## config.mk

```make
export PLATFORM = sky130hd
export DESIGN_NAME = seq_mult_param
export DESIGN_NICKNAME = d
export VERILOG_FILES = /design/src/rtl/seq_mult_param.sv
export SDC_FILE = /design/constraint.sdc
export NUM_CORES = 1
export LEC_CHECK = 0
export BUFFER_PORTS_ARGS = -buffer_cell sky130_fd_sc_hd__buf_2
export CAP_MARGIN = 20
export CORE_MARGIN = 10
export CORE_UTILIZATION = 30
export CTS_CLUSTER_SIZE = 10
export DETAILED_ROUTE_END_ITERATION = 16
export GPL_ROUTABILITY_DRIVEN = 0
export PLACE_DENSITY = 0.5
export REMOVE_ABC_BUFFERS = 1
export SLEW_MARGIN = 20
export SYNTH_ARGS = -nofsm -noshare
export SYNTH_HDL_FRONTEND = slang
export SYNTH_SLANG_ARGS = --single-unit
```

## constraint.sdc

```tcl
create_clock -name clk -period 8.45 [get_ports clk]
set_input_delay 0.4225 -clock clk [delete_from_list [all_inputs] [get_ports clk]]
set_output_delay 0.4225 -clock clk [all_outputs]
set_load 0.005 [all_outputs]
```

## src/rtl/seq_mult_param.sv

```systemverilog
// seq_mult_param: shift-add sequential multiplier, WIDTH-bit operands,
// 2*WIDTH-bit product, per-operation signed/unsigned mode.
// Ports: clk, rst (sync, active-low), load/sgn/a/b start an operation;
// product holds the last result, busy marks RUN, done pulses once,
// count reports multiplier bits processed.
// Optional build macro SEQ_MULT_EARLY_TERM_EN: finish as soon as the
// remaining multiplier bits are all zero.
module seq_mult_param #(
  parameter int WIDTH = 8,
  parameter int CW    = $clog2(WIDTH + 1)
) (
  input  logic                 clk,
  input  logic                 rst,
  input  logic                 load,
  input  logic                 sgn,
  input  logic [WIDTH-1:0]     a,
  input  logic [WIDTH-1:0]     b,
  output logic [2*WIDTH-1:0]   product,
  output logic                 busy,
  output logic                 done,
  output logic [CW-1:0]        count
);

  localparam int W  = WIDTH;
  localparam int PW = 2 * W + 1;

  typedef enum logic [1:0] {
    IDLE,
    RUN,
    DONE
  } state_t;

  state_t          state_q, state_d;
  logic [W:0]      mcand_q, mcand_d;
  logic [W:0]      acc_q, acc_d;
  logic [W-1:0]    mplr_q, mplr_d;
  logic            sgn_q, sgn_d;
  logic [CW-1:0]   cnt_q, cnt_d;
  logic [2*W-1:0]  prod_q, prod_d;
  logic            done_q, done_d;

  logic            sub;
  logic [W:0]      sum;
  logic [PW-1:0]   step;
  logic [PW-1:0]   fin;
  logic            finish;
`ifdef SEQ_MULT_EARLY_TERM_EN
  logic [W-1:0]    hi_mask;
  logic [CW-1:0]   rem;
  logic signed [PW-1:0] step_s;
`endif

  always_comb begin
    state_d = state_q;
    mcand_d = mcand_q;
    acc_d   = acc_q;
    mplr_d  = mplr_q;
    sgn_d   = sgn_q;
    cnt_d   = cnt_q;
    prod_d  = prod_q;
    done_d  = 1'b0;

    // Signed MSB carries negative weight, so it is subtracted.
    sub = sgn_q && (cnt_q == CW'(W - 1));
    sum = acc_q;
    if (mplr_q[0]) begin
      sum = sub ? (acc_q - mcand_q) : (acc_q + mcand_q);
    end
    step = {sgn_q & sum[W], sum, mplr_q[W-1:1]};

`ifdef SEQ_MULT_EARLY_TERM_EN
    // Bits above the one consumed this cycle; zero means nothing
    // left to add, so the rest is a plain multi-bit shift.
    hi_mask = {W{1'b1}} >> (cnt_q + CW'(1));
    finish  = (cnt_q == CW'(W - 1))
           || (((mplr_q >> 1) & hi_mask) == '0);
    rem     = CW'(W - 1) - cnt_q;
    step_s  = step;
    if (sgn_q) begin
      fin = step_s >>> rem;
    end else begin
      fin = step >> rem;
    end
`else
    finish = (cnt_q == CW'(W - 1));
    fin    = step;
`endif

    case (state_q)
      IDLE, DONE: begin
        if (load) begin
          mcand_d = {sgn & a[W-1], a};
          acc_d   = '0;
          mplr_d  = b;
          sgn_d   = sgn;
          cnt_d   = '0;
          state_d = RUN;
        end
      end
      RUN: begin
        acc_d  = fin[PW-1:W];
        mplr_d = fin[W-1:0];
        cnt_d  = cnt_q + CW'(1);
        if (finish) begin
          cnt_d   = CW'(W);
          prod_d  = fin[2*W-1:0];
          done_d  = 1'b1;
          state_d = DONE;
        end
      end
      default: state_d = IDLE;
    endcase
  end

  always_ff @(posedge clk) begin
    if (!rst) begin
      state_q <= IDLE;
      mcand_q <= '0;
      acc_q   <= '0;
      mplr_q  <= '0;
      sgn_q   <= 1'b0;
      cnt_q   <= '0;
      prod_q  <= '0;
      done_q  <= 1'b0;
    end else begin
      state_q <= state_d;
      mcand_q <= mcand_d;
      acc_q   <= acc_d;
      mplr_q  <= mplr_d;
      sgn_q   <= sgn_d;
      cnt_q   <= cnt_d;
      prod_q  <= prod_d;
      done_q  <= done_d;
    end
  end

  assign product = prod_q;
  assign busy    = (state_q == RUN);
  assign done    = done_q;
  assign count   = cnt_q;

endmodule

```

### After elaboration in Yosys (flattened, before gate mapping)

Index checks and enable logic that the tools add are counted.

| word-level totals | value |
|---|---|
| bits in registers | 50 |
| input port bits | 20 |
| output and inout bits | 22 |
| word-level logic and storage cells | 40 |

| cells by class | value |
|---|---|
| $add $sub $neg | 3 |
| eq/ne operators | 5 |
| multiplexer cells | 13 |
| bitwise operators | 2 |
| reduce and logical (&&, ||, !) cells | 9 |

Operators by type and width:

| kind | number |
|---|---|
| $mux W9 | 3 |
| $pmux W9 S2 | 1 |
| $pmux W8 S2 | 1 |
| $reduce_and A2 Y1 | 5 |
| $add A9 B9 Y9 | 1 |
| $sub A9 B9 Y9 | 1 |
| $mux W4 | 2 |
| $mux W8 | 1 |
| $pmux W4 S2 | 1 |
| $add A4 B1 Y4 const B | 1 |
| $eq A4 B3 Y1 const B | 1 |
| $mux W2 | 2 |
| $pmux W2 S2 | 1 |
| $and A1 B1 Y1 | 2 |
| $eq A2 B1 Y1 const B | 1 |
| $eq A2 B2 Y1 const B | 1 |
| $logic_not A2 Y1 | 1 |
| $ne A2 B1 Y1 const B | 1 |
| $ne A2 B2 Y1 const B | 1 |
| $reduce_bool A2 Y1 | 1 |
| $reduce_or A2 Y1 | 1 |
| $logic_and A1 B1 Y1 | 1 |
| $mux W1 | 1 |

### Logic depth before layout (Yosys ltp)

| depth | value |
|---|---|
| word-level depth | 6 |
| depth in mapped cells | 14 |
| gate-level depth less buffers | 14 |

### Worst setup path before layout

No wires, ideal clock.

| path | value |
|---|---|
| kind | register to register |
| start | register cnt_q[0] (netlist: count[0]) |
| end | register acc_q[8] |
| library setup time | 70 ps |
| arrival | 2654 ps |
| required time | 8380 ps |
| path slack | 5725 ps |
| stages on the path, launching flop included | 14 |
| buffers on the path | 0 |
| clock period less this slack | 2725 ps |
| path through | dfxtp_1 -> ha_1 -> and3b_2 -> nand2_1 -> nand2_1 -> o21ai_0 -> fa_1 -> nand2b_1 -> a21oi_1 -> a41oi_1 -> xnor2_1 -> nor3b_2 -> o211ai_1 -> a21oi_1 |

| on the way | value |
|---|---|
| word-level cells in the longest chain between the ends | 6 |

Ends and longest elaborated chain:

| element | RTL line | text |
|---|---|---|
| start: declaration | 38 | `logic [CW-1:0] cnt_q, cnt_d;` |
| start signal: assignment | 131 | `cnt_q <= cnt_d;` |
| $eq A4 B3 Y1 | 64 | `sub = sgn_q && (cnt_q == CW'(W - 1));` |
| $logic_and A1 B1 Y1 | 64 |  |
| $mux W9 | 67 | `sum = sub ? (acc_q - mcand_q) : (acc_q + mcand_q);` |
| $mux W9 | 66 | `if (mplr_q[0]) begin` |
| $and A1 B1 Y1 | 69 | `step = {sgn_q & sum[W], sum, mplr_q[W-1:1]};` |
| $pmux W9 S2 | 89 | `case (state_q)` |
| end signal: assignment | 119 | `acc_q <= '0;` |
| end signal: assignment | 128 | `acc_q <= acc_d;` |
| end: declaration | 35 | `logic [W:0] acc_q, acc_d;` |

No other way between the ends.
A chain may end at the register's enable or synchronous reset.

### Final worst setup path

Ends and elaborated chain as after synthesis.

==> qor.txt <==
run status = finished clean
hold_buf cts = 0
Seq pwr share = 0.451
largest net degree at the start of global routing = 48
die height = 110 um
Layout area overhead = 17.5%
Slew Viols, Final = 0
Hold Vio Cnt, Final = 0
DR pass1 iterations = 4
reg-to-reg endpoint = acc_q[8]$_SDFFE_PN0P_
antenna violations before repair = 0
IO buf count = 41
routed wl met3 = 303 um
Max-Cap Viols = 0
post-synthesis sequential area ratio = 0.411
depth of the most critical reg-to-reg path = 13
Iter 0 DRT Violations = 92
Syn. warnings = 0
Logic pwr share = 0.176
Worst Hold Margin = 346 ps
hold path cells = 3
All-Layer GR Usage = 0.102
post-synthesis cell count = 307
Pleak = 1.16 nW
skew final = 7.95 ps
clock network latency to the later pin of the worst-skew pair = 310 ps
Cell Chain, Critical Path = ha_1, and3b_2, nand2_1, nand2_1, o21ai_0, fa_1, nand2b_1, a21oi_1, a41oi_1, xnor2_1, nor3b_2, o211ai_1, a21oi_1
DRT Wirelength = 6160 um
wire per inst = 13.9 um
CP startpoint = count[0]$_SDFFE_PN0P_
DR vias = 2,153
CTS Buffer Depth = 2
num ports = 42
die width = 110 um
worst path arrival time = 3330 ps
Cell Rows = 32
RSZ-0062 raised after global routing = false
M1 WL = 2960 um
commonest non-fill, non-tap cells in the layout = nand2_1, dfxtp_1, a21oi_1
Pwr per Cell Area = 197 mW/mm2
Reg-to-Reg Start = count[0]$_SDFFE_PN0P_
most common cell after layout, fill and taps aside = nand2_1
critical path class = reg -> reg
first-pass GRT wire length = 10,100 um
Synth async-reset ratio = 0
CP Max Fanout = 6
syn_area_per_cell = 7.93 um2
Reg2Reg Setup Slack = 5360 ps
post-synth cell types = 43
Post-Synthesis Cell Area = 0.00243 mm2
htree depth = 2
synth top area cells = dfxtp_1, nand2_1, a21oi_1, nor2_1, ha_1
DR DRC count = 0
Routed met2 length = 2850 um
Worst-path clk slew = 90 ps
setup tns final = 0 ps
Main synth FF type = dfxtp_1
Hold Crit Class = in -> reg
Fillers = 846
die area = 0.0121 mm2
Net count, final = 371
Via density = 4.86
Sw Share = 0.269
measured slew at the worst slew-check pin = 942 ps
post-route insts no fill = 443
Initial Util = 0.312
CP startpoint kind = flip-flop
Final HPWL DP = 4320 um
minimum clock period = 3090 ps
Critical-path top delay cell = fa_1
top sig layer = met4
Core ar. = 0.00781 mm2
Root Driver = clkbuf_8
antenna cell count = 0
slew margin rel. = 0.372
share of cells above drive strength 1 = 0.164
critical path endpoint = acc_q[8]$_SDFFE_PN0P_
Cells after DPL = 435
total global routing overflow = 0
Max Fclk = 323 MHz
Max VDD drop = 0.0823 mV
number of synthesized flops with an enable pin = 0
setup violators final = 0
final period utilization = 0.366
CP max stage delay = 460 ps
Yosys top cell by area = dfxtp_1
CTS tree = done
CP Capture Type = flip-flop
Yosys top cell area share = 0.411
number of global-route vias before repair = 2,115
clock sink count = 50
Clk network pwr share = 0.373
Resized cells post-CTS = 0
Yosys reg bits = 50
switching power = 0.152 mW
Critical Path RT = 8690 ps
# Post-CTS Setup Buffers = 0
antenna-violating nets left = 0
cts bufs inserted = 5
Power Internal = 0.412 mW
==> flip-flops by register name, summed over array words and instances, names as in the netlist <==
name,count
mplr_q,8
count,4
sgn_q,1
acc_q,9
done,1
state_q,2
mcand_q,9
product,16
==> worst min-delay path by stage <==
| stage | slack [ps] | end | startpoint |
|---|---|---|---|
| floorplan | 440 | mcand_q[8]$_SDFFE_PN0P_ | mcand_q[8]$_SDFFE_PN0P_ |
| global route | 340 | mcand_q[0]$_SDFFE_PN0P_ | a[0] |
| finish | 350 | mcand_q[0]$_SDFFE_PN0P_ | a[0] |
| CTS | 350 | mcand_q[0]$_SDFFE_PN0P_ | a[0] |
| detailed placement | 450 | product[2]$_SDFFE_PN0P_ | product[2]$_SDFFE_PN0P_ |
| global placement | 440 | product[2]$_SDFFE_PN0P_ | product[2]$_SDFFE_PN0P_ |
==> cells in the mapped netlist, types with 3 or more instances <==
cell      count
nand2_1      62
a31oi_1       3
nor2_1       35
xor2_1        6
dfxtp_1      50
a22oi_1       4
a21oi_1      42
buf_1         4
clkbuf_1     12
nand2b_1      5
a211oi_1      4
xnor2_1       6
ha_1         10
o31ai_1       3
o21ai_0      10
a311oi_1      8
inv_1         8
==> power by group through the flow <==
stage               Sequential (mW)  Combinational, mW  Clock, mW
floorplan                     0.257             0.0745          0
global placement              0.260              0.101          0
detailed placement            0.260              0.100          0
CTS                           0.254              0.101      0.214
global route                  0.256              0.113      0.222
finish                        0.254             0.0994      0.211
==> cell families after synthesis <==
| group | Yosys count | synth area share |
|---|---|---|
| compound gates | 86 | 0.218 |
| xor+xnor | 12 | 0.0432 |
| fa+ha+maj | 11 | 0.0596 |
| flops | 50 | 0.411 |
| mux | 2 | 0.00823 |
| buf+inv | 26 | 0.0422 |
| simple gates | 120 | 0.217 |
==> layout make-up <==
type	instances	area [um2]	area share
Tap cell	102	128	0.0446
Clock buffer	6	82.6	0.0289
Timing Repair Buffer	44	228	0.0796
Clock inverter	2	60.1	0.0210
Sequential cell	50	1000	0.350
Inverter	8	30.0	0.0105
Multi-Input combinational cell	231	1330	0.465
==> per-stage QoR <==
| step | worst slack (ps) | utilization | instance area, um2 | power (mW) |
|---|---|---|---|---|
| detailed placement | 5370 | 0.348 | 2720 | 0.360 |
| global placement | 5520 | 0.348 | 2720 | 0.360 |
| CTS | 5330 | 0.366 | 2860 | 0.569 |
| global route | 4970 | 0.366 | 2860 | 0.591 |
| finish | 5360 | 0.366 | 2860 | 0.564 |
| floorplan | 5680 | - | 2360 | 0.332 |
==> worst max-delay path, delay by kind of cell (launching register included) <==
kind,cells,cell delay (ps)
AOI/OAI and AO/OA,5,830
and+or+nand+nor,5,830
xor gates and xnor gates,1,190
adders and majority gates,2,750
DFF,1,420
==> routing by layer <==
layer	global-route usage	up-vias
met5	0	-
met4	0.0279	0
met3	0.0273	7
met2	0.169	33
met1	0.129	981
li1	-	1132
Power figures use the tool's default switching activity.
